$ cat src/rtl/fpsu_pkg.sv
// Shared constants for the packed single-precision compare/logic/permute unit:
// op codes, flag bit positions, retire-code field layout and lane width.
package fpsu_pkg;

    localparam int LANE_W       = 32;
    localparam int FLAG_W       = 11;
    localparam int RET_W        = 14;
    localparam int RET_CODE_LSB = 0;
    localparam int RET_LANE_LSB = 11;
    localparam int RET_LANE_W   = 3;

    localparam int FLG_INV = 0;
    localparam int FLG_DEN = 1;

    localparam logic [3:0] OP_CMP_EQ    = 4'd0;
    localparam logic [3:0] OP_CMP_LT    = 4'd1;
    localparam logic [3:0] OP_CMP_LE    = 4'd2;
    localparam logic [3:0] OP_CMP_UNORD = 4'd3;
    localparam logic [3:0] OP_AND       = 4'd4;
    localparam logic [3:0] OP_OR        = 4'd5;
    localparam logic [3:0] OP_XOR       = 4'd6;
    localparam logic [3:0] OP_ANDN      = 4'd7;
    localparam logic [3:0] OP_SWAP      = 4'd8;
    localparam logic [3:0] OP_DUP       = 4'd9;
    localparam logic [3:0] OP_MIN       = 4'd10;
    localparam logic [3:0] OP_MAX       = 4'd11;

    // Expand a compare outcome into an all-ones / all-zeros lane mask.
    function automatic logic [LANE_W-1:0] lane_fill(input logic b);
        return {LANE_W{b}};
    endfunction

endpackage

$ cat src/rtl/fpsu_vcmp_lane.sv
// Single-lane combinational classify/compare for binary32 operands.
// min/max outputs exist only when FPSU_MINMAX_EN is defined.
module fpsu_vcmp_lane
    import fpsu_pkg::*;
(
    input  logic [LANE_W-1:0] i_a,
    input  logic [LANE_W-1:0] i_b,
    output logic              o_eq,
    output logic              o_lt,
    output logic              o_le,
    output logic              o_unord,
    output logic              o_nan_any,
    output logic              o_snan_any,
`ifdef FPSU_MINMAX_EN
    output logic [LANE_W-1:0] o_min,
    output logic [LANE_W-1:0] o_max,
`endif
    output logic              o_den_any
);

    logic w_a_nan, w_b_nan, w_a_snan, w_b_snan;
    logic w_a_den, w_b_den, w_a_zero, w_b_zero;
    logic w_both_zero, w_nan_any, w_eq, w_lt_raw, w_lt;

    assign w_a_nan  = (i_a[30:23] == 8'hFF) && (i_a[22:0] != 23'd0);
    assign w_b_nan  = (i_b[30:23] == 8'hFF) && (i_b[22:0] != 23'd0);
    assign w_a_snan = w_a_nan && !i_a[22];
    assign w_b_snan = w_b_nan && !i_b[22];
    assign w_a_den  = (i_a[30:23] == 8'h00) && (i_a[22:0] != 23'd0);
    assign w_b_den  = (i_b[30:23] == 8'h00) && (i_b[22:0] != 23'd0);
    assign w_a_zero = (i_a[30:0] == 31'd0);
    assign w_b_zero = (i_b[30:0] == 31'd0);

    assign w_both_zero = w_a_zero && w_b_zero;
    assign w_nan_any   = w_a_nan || w_b_nan;

    // Sign-magnitude ordering: negative magnitudes compare reversed.
    always_comb begin
        if (i_a[31] != i_b[31]) begin
            w_lt_raw = i_a[31] && !w_both_zero;
        end else if (!i_a[31]) begin
            w_lt_raw = i_a[30:0] < i_b[30:0];
        end else begin
            w_lt_raw = i_a[30:0] > i_b[30:0];
        end
    end

    assign w_eq = !w_nan_any && ((i_a == i_b) || w_both_zero);
    assign w_lt = !w_nan_any && w_lt_raw;

    assign o_eq       = w_eq;
    assign o_lt       = w_lt;
    assign o_le       = w_lt || w_eq;
    assign o_unord    = w_nan_any;
    assign o_nan_any  = w_nan_any;
    assign o_snan_any = w_a_snan || w_b_snan;
    assign o_den_any  = w_a_den || w_b_den;

`ifdef FPSU_MINMAX_EN
    // Any NaN returns B; w_lt is already false in that case.
    assign o_min = w_lt ? i_a : i_b;
    assign o_max = (w_nan_any || w_lt) ? i_b : i_a;
`endif

endmodule

$ cat src/rtl/fun_fpsu_vcmp.sv
// Packed binary32 compare/logic/permute unit with DEPTH-cycle pipeline, flush,
// sticky flags and masked retire code. Define FPSU_MINMAX_EN to enable min/max.
module fun_fpsu_vcmp
    import fpsu_pkg::*;
#(
    parameter int LANES = 4,
    parameter int DEPTH = 2
)
(
    input  logic                    clk,
    input  logic                    rst,
    input  logic                    in_en,
    input  logic [3:0]              in_op,
    input  logic                    in_ord,
    input  logic [LANE_W*LANES-1:0] in_A,
    input  logic [LANE_W*LANES-1:0] in_B,
    input  logic [FLAG_W-1:0]       fpcsr_mask,
    input  logic                    flush,
    input  logic                    clr_flags,
    output logic                    out_en,
    output logic [LANE_W*LANES-1:0] out_res,
    output logic [RET_W-1:0]        ret,
    output logic                    ret_en,
    output logic [FLAG_W-1:0]       flags
);

    localparam int W = LANE_W * LANES;

    // Issue register: captures operands at the issue edge.
    logic              r_s0_valid;
    logic [3:0]        r_s0_op;
    logic              r_s0_ord;
    logic [W-1:0]      r_s0_a;
    logic [W-1:0]      r_s0_b;
    logic [FLAG_W-1:0] r_s0_mask;

    always_ff @(posedge clk) begin
        if (rst) begin
            r_s0_valid <= 1'b0;
        end else begin
            r_s0_valid <= in_en;
        end
        if (in_en) begin
            r_s0_op   <= in_op;
            r_s0_ord  <= in_ord;
            r_s0_a    <= in_A;
            r_s0_b    <= in_B;
            r_s0_mask <= fpcsr_mask;
        end
    end

    logic [LANES-1:0] w_eq, w_lt, w_le, w_unord, w_nan, w_snan, w_den;
`ifdef FPSU_MINMAX_EN
    logic [LANES-1:0][LANE_W-1:0] w_min, w_max;
`endif

    generate
        for (genvar gi = 0; gi < LANES; gi++) begin : g_lane
            fpsu_vcmp_lane u_lane (
                .i_a        (r_s0_a[gi*LANE_W +: LANE_W]),
                .i_b        (r_s0_b[gi*LANE_W +: LANE_W]),
                .o_eq       (w_eq[gi]),
                .o_lt       (w_lt[gi]),
                .o_le       (w_le[gi]),
                .o_unord    (w_unord[gi]),
                .o_nan_any  (w_nan[gi]),
                .o_snan_any (w_snan[gi]),
`ifdef FPSU_MINMAX_EN
                .o_min      (w_min[gi]),
                .o_max      (w_max[gi]),
`endif
                .o_den_any  (w_den[gi])
            );
        end
    endgenerate

    logic [W-1:0]      w_res;
    logic [FLAG_W-1:0] w_raise;
    logic [RET_W-1:0]  w_ret;

    always_comb begin
        logic [LANE_W-1:0]     v_a;
        logic [LANE_W-1:0]     v_b;
        logic [LANE_W-1:0]     v_r;
        logic [FLAG_W-1:0]     v_lr;
        logic                  v_found;
        logic [RET_LANE_W-1:0] v_lane;
        w_res   = '0;
        w_raise = '0;
        w_ret   = '0;
        v_found = 1'b0;
        v_lane  = '0;
        for (int i = 0; i < LANES; i++) begin
            v_a  = r_s0_a[i*LANE_W +: LANE_W];
            v_b  = r_s0_b[i*LANE_W +: LANE_W];
            v_r  = '0;
            v_lr = '0;
            case (r_s0_op)
                OP_CMP_EQ: begin
                    v_r           = lane_fill(w_eq[i]);
                    v_lr[FLG_INV] = w_snan[i];
                    v_lr[FLG_DEN] = w_den[i];
                end
                OP_CMP_LT: begin
                    v_r           = lane_fill(w_lt[i]);
                    v_lr[FLG_INV] = w_snan[i] | (r_s0_ord & w_nan[i]);
                    v_lr[FLG_DEN] = w_den[i];
                end
                OP_CMP_LE: begin
                    v_r           = lane_fill(w_le[i]);
                    v_lr[FLG_INV] = w_snan[i] | (r_s0_ord & w_nan[i]);
                    v_lr[FLG_DEN] = w_den[i];
                end
                OP_CMP_UNORD: begin
                    v_r           = lane_fill(w_unord[i]);
                    v_lr[FLG_INV] = w_snan[i];
                    v_lr[FLG_DEN] = w_den[i];
                end
                OP_AND:  v_r = v_a & v_b;
                OP_OR:   v_r = v_a | v_b;
                OP_XOR:  v_r = v_a ^ v_b;
                OP_ANDN: v_r = ~v_a & v_b;
                // Lane pairs (2k, 2k+1): swap partners, or broadcast the even lane.
                OP_SWAP: v_r = r_s0_a[(i ^ 1)*LANE_W +: LANE_W];
                OP_DUP:  v_r = r_s0_a[(i & ~1)*LANE_W +: LANE_W];
`ifdef FPSU_MINMAX_EN
                OP_MIN: begin
                    v_r           = w_min[i];
                    v_lr[FLG_INV] = w_snan[i];
                    v_lr[FLG_DEN] = w_den[i];
                end
                OP_MAX: begin
                    v_r           = w_max[i];
                    v_lr[FLG_INV] = w_snan[i];
                    v_lr[FLG_DEN] = w_den[i];
                end
`endif
                default: v_r = '0;
            endcase
            w_res[i*LANE_W +: LANE_W] = v_r;
            w_raise = w_raise | v_lr;
            if (!v_found && (|(v_lr & r_s0_mask))) begin
                v_found = 1'b1;
                v_lane  = RET_LANE_W'(i);
            end
        end
        w_ret[RET_CODE_LSB +: FLAG_W]     = w_raise & r_s0_mask;
        w_ret[RET_LANE_LSB +: RET_LANE_W] = v_lane;
    end

    // Result stages 1..DEPTH; flush drops every valid older than the issue edge.
    logic              r_valid [1:DEPTH];
    logic [W-1:0]      r_res   [1:DEPTH];
    logic [FLAG_W-1:0] r_raise [1:DEPTH];
    logic [RET_W-1:0]  r_ret   [1:DEPTH];

    always_ff @(posedge clk) begin
        if (rst) begin
            for (int k = 1; k <= DEPTH; k++) begin
                r_valid[k] <= 1'b0;
            end
        end else begin
            r_valid[1] <= r_s0_valid & ~flush;
            for (int k = 2; k <= DEPTH; k++) begin
                r_valid[k] <= r_valid[k-1] & ~flush;
            end
        end
    end

    always_ff @(posedge clk) begin
        r_res[1]   <= w_res;
        r_raise[1] <= w_raise;
        r_ret[1]   <= w_ret;
        for (int k = 2; k <= DEPTH; k++) begin
            r_res[k]   <= r_res[k-1];
            r_raise[k] <= r_raise[k-1];
            r_ret[k]   <= r_ret[k-1];
        end
    end

    logic              w_out_valid;
    logic              w_ret_en;
    logic [FLAG_W-1:0] r_flags;

    assign w_out_valid = r_valid[DEPTH];
    assign w_ret_en    = w_out_valid & (|r_ret[DEPTH][RET_CODE_LSB +: FLAG_W]);

    assign out_en  = w_out_valid;
    assign out_res = w_out_valid ? r_res[DEPTH] : '0;
    assign ret_en  = w_ret_en;
    assign ret     = w_ret_en ? r_ret[DEPTH] : '0;

    // Clear takes effect first so a same-cycle completion still sets its bits.
    always_ff @(posedge clk) begin
        if (rst) begin
            r_flags <= '0;
        end else begin
            r_flags <= (clr_flags ? '0 : r_flags) | (w_out_valid ? r_raise[DEPTH] : '0);
        end
    end

    assign flags = r_flags;

endmodule

$ cat config.mk
export PLATFORM = sky130hd
export DESIGN_NAME = fun_fpsu_vcmp
export DESIGN_NICKNAME = d
export VERILOG_FILES = /design/src/rtl/fpsu_pkg.sv /design/src/rtl/fpsu_vcmp_lane.sv /design/src/rtl/fun_fpsu_vcmp.sv
export SDC_FILE = /design/constraint.sdc
export NUM_CORES = 1
export LEC_CHECK = 0
export CAP_MARGIN = 20
export CORE_ASPECT_RATIO = 1.2
export CORE_MARGIN = 2
export CORE_UTILIZATION = 45
export CTS_CLUSTER_DIAMETER = 80
export DETAILED_ROUTE_END_ITERATION = 8
export PLACE_DENSITY = 0.69
export SKIP_LAST_GASP = 1
export SYNTH_ARGS = -nofsm -noshare
export SYNTH_HDL_FRONTEND = slang
export SYNTH_HIERARCHICAL = 1
export SYNTH_SLANG_ARGS = --single-unit
$ cat constraint.sdc
create_clock -name clk -period 4.4 [get_ports clk]
set_input_delay 1.32 -clock clk [delete_from_list [all_inputs] [get_ports clk]]
set_output_delay 1.32 -clock clk [all_outputs]
set_load 0.005 [all_outputs]
* Word level (Yosys, flattened, before mapping)
Memory sizes are Yosys's and may differ from the RTL's.
Cells that the tools add are included.
** Storage, ports and cells
- Register bits after elaboration :: 284
- Memory bits (writable) :: 308
- Input bits :: 277
- Output and inout port bits :: 155
- Memories :: 4
** Operators by class
- Magnitude comparators :: 8
- Equality and inequality tests :: 25
- Muxes and demuxes :: 31
- Bitwise gates (word level) :: 43
- Reductions and logical operators :: 115
** Memory list
- r_res :: words 2, bits a word 128, read ports 2, clocked after memory_dff 0, write ports 2, RTL line fun_fpsu_vcmp.sv:153 : logic [W-1:0] r_res [1:DEPTH];
- r_ret :: words 2, bits a word 14, read ports 2, clocked after memory_dff 0, write ports 2, RTL line fun_fpsu_vcmp.sv:155 : logic [RET_W-1:0] r_ret [1:DEPTH];
- r_raise :: words 2, bits a word 11, read ports 2, clocked after memory_dff 0, write ports 2, RTL line fun_fpsu_vcmp.sv:154 : logic [FLAG_W-1:0] r_raise [1:DEPTH];
- r_valid :: words 2, bits a word 1, read ports 2, clocked after memory_dff 0, write ports 2, RTL line fun_fpsu_vcmp.sv:152 : logic r_valid [1:DEPTH];
** Operators by type and width (count)
- 32-bit one-hot mux with 10 select lines :: 2
- 32-bit one-hot mux with 9 select lines :: 2
- 32-bit bitwise AND :: 8
- 31-bit logical NOT :: 8
- 23-bit nonzero test :: 8
- 32-bit equality test :: 4
- 128-bit 2-to-1 mux :: 1
- 32-bit inverter :: 4
- 32-bit bitwise OR :: 4
- 32-bit bitwise XOR :: 4
- 31-bit greater-than comparator :: 4
- 31-bit < comparator :: 4
- 8-bit equality test (second input constant) :: 8
- 8-bit logical NOT :: 8
- 2-bit by 11-bit bitwise AND with 11-bit output :: 5
- 11-bit OR reduction :: 5
- 1-bit logical AND :: 43
- 11-bit 2-to-1 mux :: 2
- 1-bit logical OR :: 20
- 1-bit logical NOT :: 19
- 1-bit 2-to-1 mux :: 17
- 4-bit by 3-bit equality test with 1-bit output (second input constant) :: 4
- 2-bit one-hot mux with 2 select lines :: 4
- 14-bit 2-to-1 mux :: 1
- 12 further kinds :: 33

* Logic depth before layout (Yosys ltp)
- Word-level depth :: 18
- Depth in mapped cells :: 14
- Mapped depth without buffers :: 12

* Modules after synthesis
The synthesis kept the hierarchy.
** Modules (own cells, without submodules)
- fun_fpsu_vcmp :: instances 1, cells each 1986, area an instance 22749.3 um^2, sequential area each 13362.8 um^2
- fpsu_vcmp_lane :: instances 4, cells each 164, area an instance 1198.6 um^2, sequential area each 0.0 um^2

* Worst setup path after synthesis
OpenSTA, ideal clock, no wires.
- Path type :: register to register
- From :: register r_s0_a[88]
- To :: memory r_res[1][94] in the netlist's numbering
- Data arrival time :: 3091 ps
- Data required time :: 4278 ps
- Setup slack :: 1187 ps
- Cell stages (with the launch flop) :: 13
- Period minus slack after synthesis :: 3213 ps
- Cells stage by stage :: edfxtp_1 ha_1 nand4_1 nor3_1 a22oi_1 or4b_1 o31ai_1 a311oi_1 mux4_2 and2_1 clkbuf_2 o21bai_1 a311o_1
** RTL lines
- start, declared :: RTL line fun_fpsu_vcmp.sv:33 : logic [W-1:0] r_s0_a;
- start signal, assigned :: RTL line fun_fpsu_vcmp.sv:46 : r_s0_a <= in_A;
- end, declared :: RTL line fun_fpsu_vcmp.sv:153

==> impl_metrics.py <==
metrics = {
    "status": {
        "outcome": "finished clean",
    },
    "power": {
        "finalPower_mw": 13.1,
        "leakagePower_nw": 14.4,
        "peakVddDrop_mv": 0.303,
        "p_per_area_mw_per_mm2": 382,
    },
    "timing": {
        "finalCritPeriodShare_pct": 89.3,
        "worst_pin_slew_ps": 1060,
        "fin_worst_skew_ps": 16.7,
        "hold_viol_final": 0,
        "slew_violations": 0,
        "rsz0062_at_grt": "no",
        "setup_tns_ps": 0,
        "setup_viol": 0,
        "holdWs_ps": 323,
        "max_slew_margin_pct": 29.5,
        "fmax_mhz": 254,
        "final.min_clock_period_ps": 3930,
    },
    "finish": {
        "nets": 3547,
        "fin_cells": 3873,
        "layout-drive-gt1-share_pct": 6.98,
        "syn_to_final_growth_pct": 24.5,
        "fin_util_pct": 56.5,
        "fillCellCount": 5140,
    },
    "synthesis": {
        "yosys.area.top_type": "edfxtp_1",
        "synth_top_area_share_pct": 28.7,
        "synth_area_leaders": "edfxtp_1 29%, dfxtp_1 20%, ha_1 11%",
        "synth_commonest_cells": "386 x inv_1, 273 x dfxtp_1, 263 x edfxtp_1",
        "synth-seq-cells": 536,
        "synthArstFlopShare_pct": 0,
        "syn_area_mm2": 0.0275,
        "yosysSeqAreaShare_pct": 48.5,
        "synth-edff-count": 263,
        "synth_most_common_cell": "inv_1",
        "synthCells": 2642,
        "yosysWarnings": 6,
        "synth_ff_type": "dfxtp_1",
        "syn-mean-instance-area_um2": 10.4,
        "synth_cell_types": 58,
    },
    "placed_design": {
        "place.port_buffers": 403,
        "dp_hpwl_mm": 62.8,
        "gp_congestion": 0.908,
        "dp_cells": 3768,
    },
    "critical_path": {
        "reg2reg_to": "r_res[1][76]$_DFF_P_",
        "reg2reg_depth": 12,
        "slowest_delay_ps": 510,
        "cp_num_buf_inv": 1,
        "path_max_fanout": 12,
        "crit_slowest_cell": "edfxtp_1",
        "worst-setup-path-type": "reg -> reg",
        "crit_family": "compound AO/OA/AOI/OAI gates",
        "crit_arrival_ps": 4410,
        "required_ps": 4880,
        "cp_cell_sequence": "ha_1 -> a211oi_1 -> nor2_1 -> o31ai_1 -> a31oi_1 -> o31ai_1 -> a311oi_1 -> mux4_2 -> and2_1 -> buf_4 -> a31oi_1 -> nand3_1",
        "crit_path_end_kind": "register",
        "r2r-start": "r_s0_a[72]$_DFFE_PP_",
        "cp-start-kind": "register",
        "rrSetupSlack_ps": 470,
    },
    "drt": {
        "dr.first_iter.drc_count": 1997,
        "viasPerCell": 5.79,
        "num_vias": 22440,
        "ant_nets": 0,
        "wire_per_inst_um": 22.9,
        "first_pass_iters": 6,
        "routed_wl_mm": 88.6,
        "drc_errors": 0,
    },
    "clock_tree": {
        "cts_root_buf": "clkbuf_16",
        "ctsHoldBuffers": 0,
        "cts.clk_slew.worst_paths_ps": 60,
        "cts_tree": "done",
        "post_cts_buffers": 0,
        "worstSkewPairLatency_ps": 620,
        "cts_max_level": 2,
        "ctsResizeCount": 0,
        "cts.sink_count": 536,
        "clockBufferDepth": 3,
        "cts_buffers": 55,
    },
    "min_path": {
        "hold_path_class": "reg -> reg",
        "hold_end": "r_ret[2][0]$_DFF_P_",
        "worstHoldPathCells": 0,
        "hold_start": "r_ret[1][0]$_DFF_P_",
    },
    "floorplanning": {
        "start_util_pct": 45.4,
        "io_pins": 432,
        "rows": 99,
        "die_area_mm2": 0.0632,
        "fp.dieW_um": 230,
        "coreArea_mm2": 0.0607,
        "die_h_um": 275,
    },
    "global_routing": {
        "grt_pass1_vias": 22395,
        "grt-ovfl-total": 0,
        "grt_pass1_wl_mm": 133,
        "antenna_found_initial": 4,
        "grt_use_total_pct": 27.3,
        "grt_max_degree": 82,
    },
    "flow_run": {
        "drv_cap": 0,
    },
}
==> routing by layer <==
| metal | GRT usage (%) | wire length (µm) | vias to the layer above |
|---|---|---|---|
| met5 | 0 | 54 | - |
| met4 | 12.7 | 4070 | 8 |
| met1 | 35.8 | 36600 | 10910 |
| li1 | - | - | 10199 |
| met3 | 4.16 | 6380 | 242 |
| met2 | 44.6 | 41500 | 1081 |
==> power by group <==
| part | internal, mW | switching [mW] | leakage (nW) | total, mW |
|---|---|---|---|---|
| clock network | 2.86 | 2.03 | 0.916 | 4.89 |
| logic | 0.873 | 0.961 | 8.61 | 1.83 |
| registers | 5.86 | 0.515 | 4.84 | 6.37 |
| total | 9.59 | 3.50 | 14.4 | 13.1 |
==> cell families (layout without fill, tap and decap cells) <==
logic type / count (synthesis) / count (layout) / share of synthesized area (%)
AO/OA/AOI/OAI: 455 / 455 / 12.0
XOR/XNOR: 88 / 88 / 2.80
adder cells (fa/ha/maj): 252 / 252 / 11.4
buffers and inverters: 539 / 943 / 8.05
flip-flops: 536 / 536 / 48.5
multiplexers: 13 / 13 / 0.654
other: 1 / 20 / 0.0136
AND/OR/NAND/NOR: 758 / 758 / 16.5
==> cells in the final DEF, fill, tap and decap left out, types with 13 or more instances in the layout <==
master	instances
a221oi_1	65
nand2b_1	42
inv_1	386
a311o_1	25
nand4_1	54
and2_1	133
nand3_1	189
a32oi_1	13
xnor2_1	87
nor4_2	44
o2111ai_1	16
conb_1	19
edfxtp_1	263
nor2_1	102
nand3b_1	42
a22oi_1	73
o21ai_0	67
clkbuf_16	59
a31oi_1	44
a21oi_1	44
clkdlybuf4s50_1	402
nand2_1	65
o2bb2ai_1	51
nor4_1	21
dfxtp_1	272
buf_4	45
ha_1	252
==> sequential cells by signal, indices dropped and copies added, names as in the netlist, 2 cells and up <==
register   flops
r_s0_mask      2
r_s0_b       128
r_res        256
flags          2
r_valid        2
r_raise        4
r_s0_op        4
r_s0_a       128
r_ret          8
==> area by class of cell <==
class | count | area (µm²) | area share, %
inverters | 386 | 1450 | 4.22
well taps | 808 | 1010 | 2.95
multi-input cells | 1585 | 12100 | 35.2
flip-flops and latches | 536 | 13400 | 39.0
clock buffers | 76 | 1580 | 4.60
clock inverters | 27 | 302 | 0.879
diodes | 1 | 2.50 | 0.00730
repair buffers | 454 | 4510 | 13.1
==> worst register-to-register path: cells and delay by family (launching register included) <==
| family | cells | cell delay, ps |
|---|---|---|
| adders and majority gates | 1 | 370 |
| buffers and inverters | 1 | 300 |
| and+or+nand+nor | 3 | 570 |
| AOI/OAI and AO/OA | 6 | 1600 |
| DFF | 1 | 510 |
| muxes | 1 | 460 |
==> worst max path at each step <==
| stage | from | end | slack [ps] | cells past startpoint |
|---|---|---|---|---|
| 2_1_floorplan | r_s0_a[88]$_DFFE_PP_ | r_res[1][94]$_DFF_P_ | 1190 | 12 |
| 3_3_place_gp | r_s0_a[72]$_DFFE_PP_ | r_res[1][75]$_DFF_P_ | 680 | 12 |
| 3_5_place_dp | r_s0_a[72]$_DFFE_PP_ | r_res[1][76]$_DFF_P_ | 550 | 12 |
| 4_1_cts | r_valid[2]$_SDFF_PP0_ | out_res[53] | 400 | 3 |
| 5_1_grt | r_s0_a[73]$_DFFE_PP_ | r_res[1][71]$_DFF_P_ | 190 | 12 |
| 6_report | r_s0_a[72]$_DFFE_PP_ | r_res[1][76]$_DFF_P_ | 470 | 12 |
==> through the flow <==
stage / setup WS (ps) / cell area, µm²
finish: 470 / 34300
floorplan: 1190 / 27600
CTS: 396 / 34300
detailed placement: 547 / 32400
global placement: 683 / 32400
global route: 193 / 34300
No activity file was read; power rests on OpenSTA's default activity.
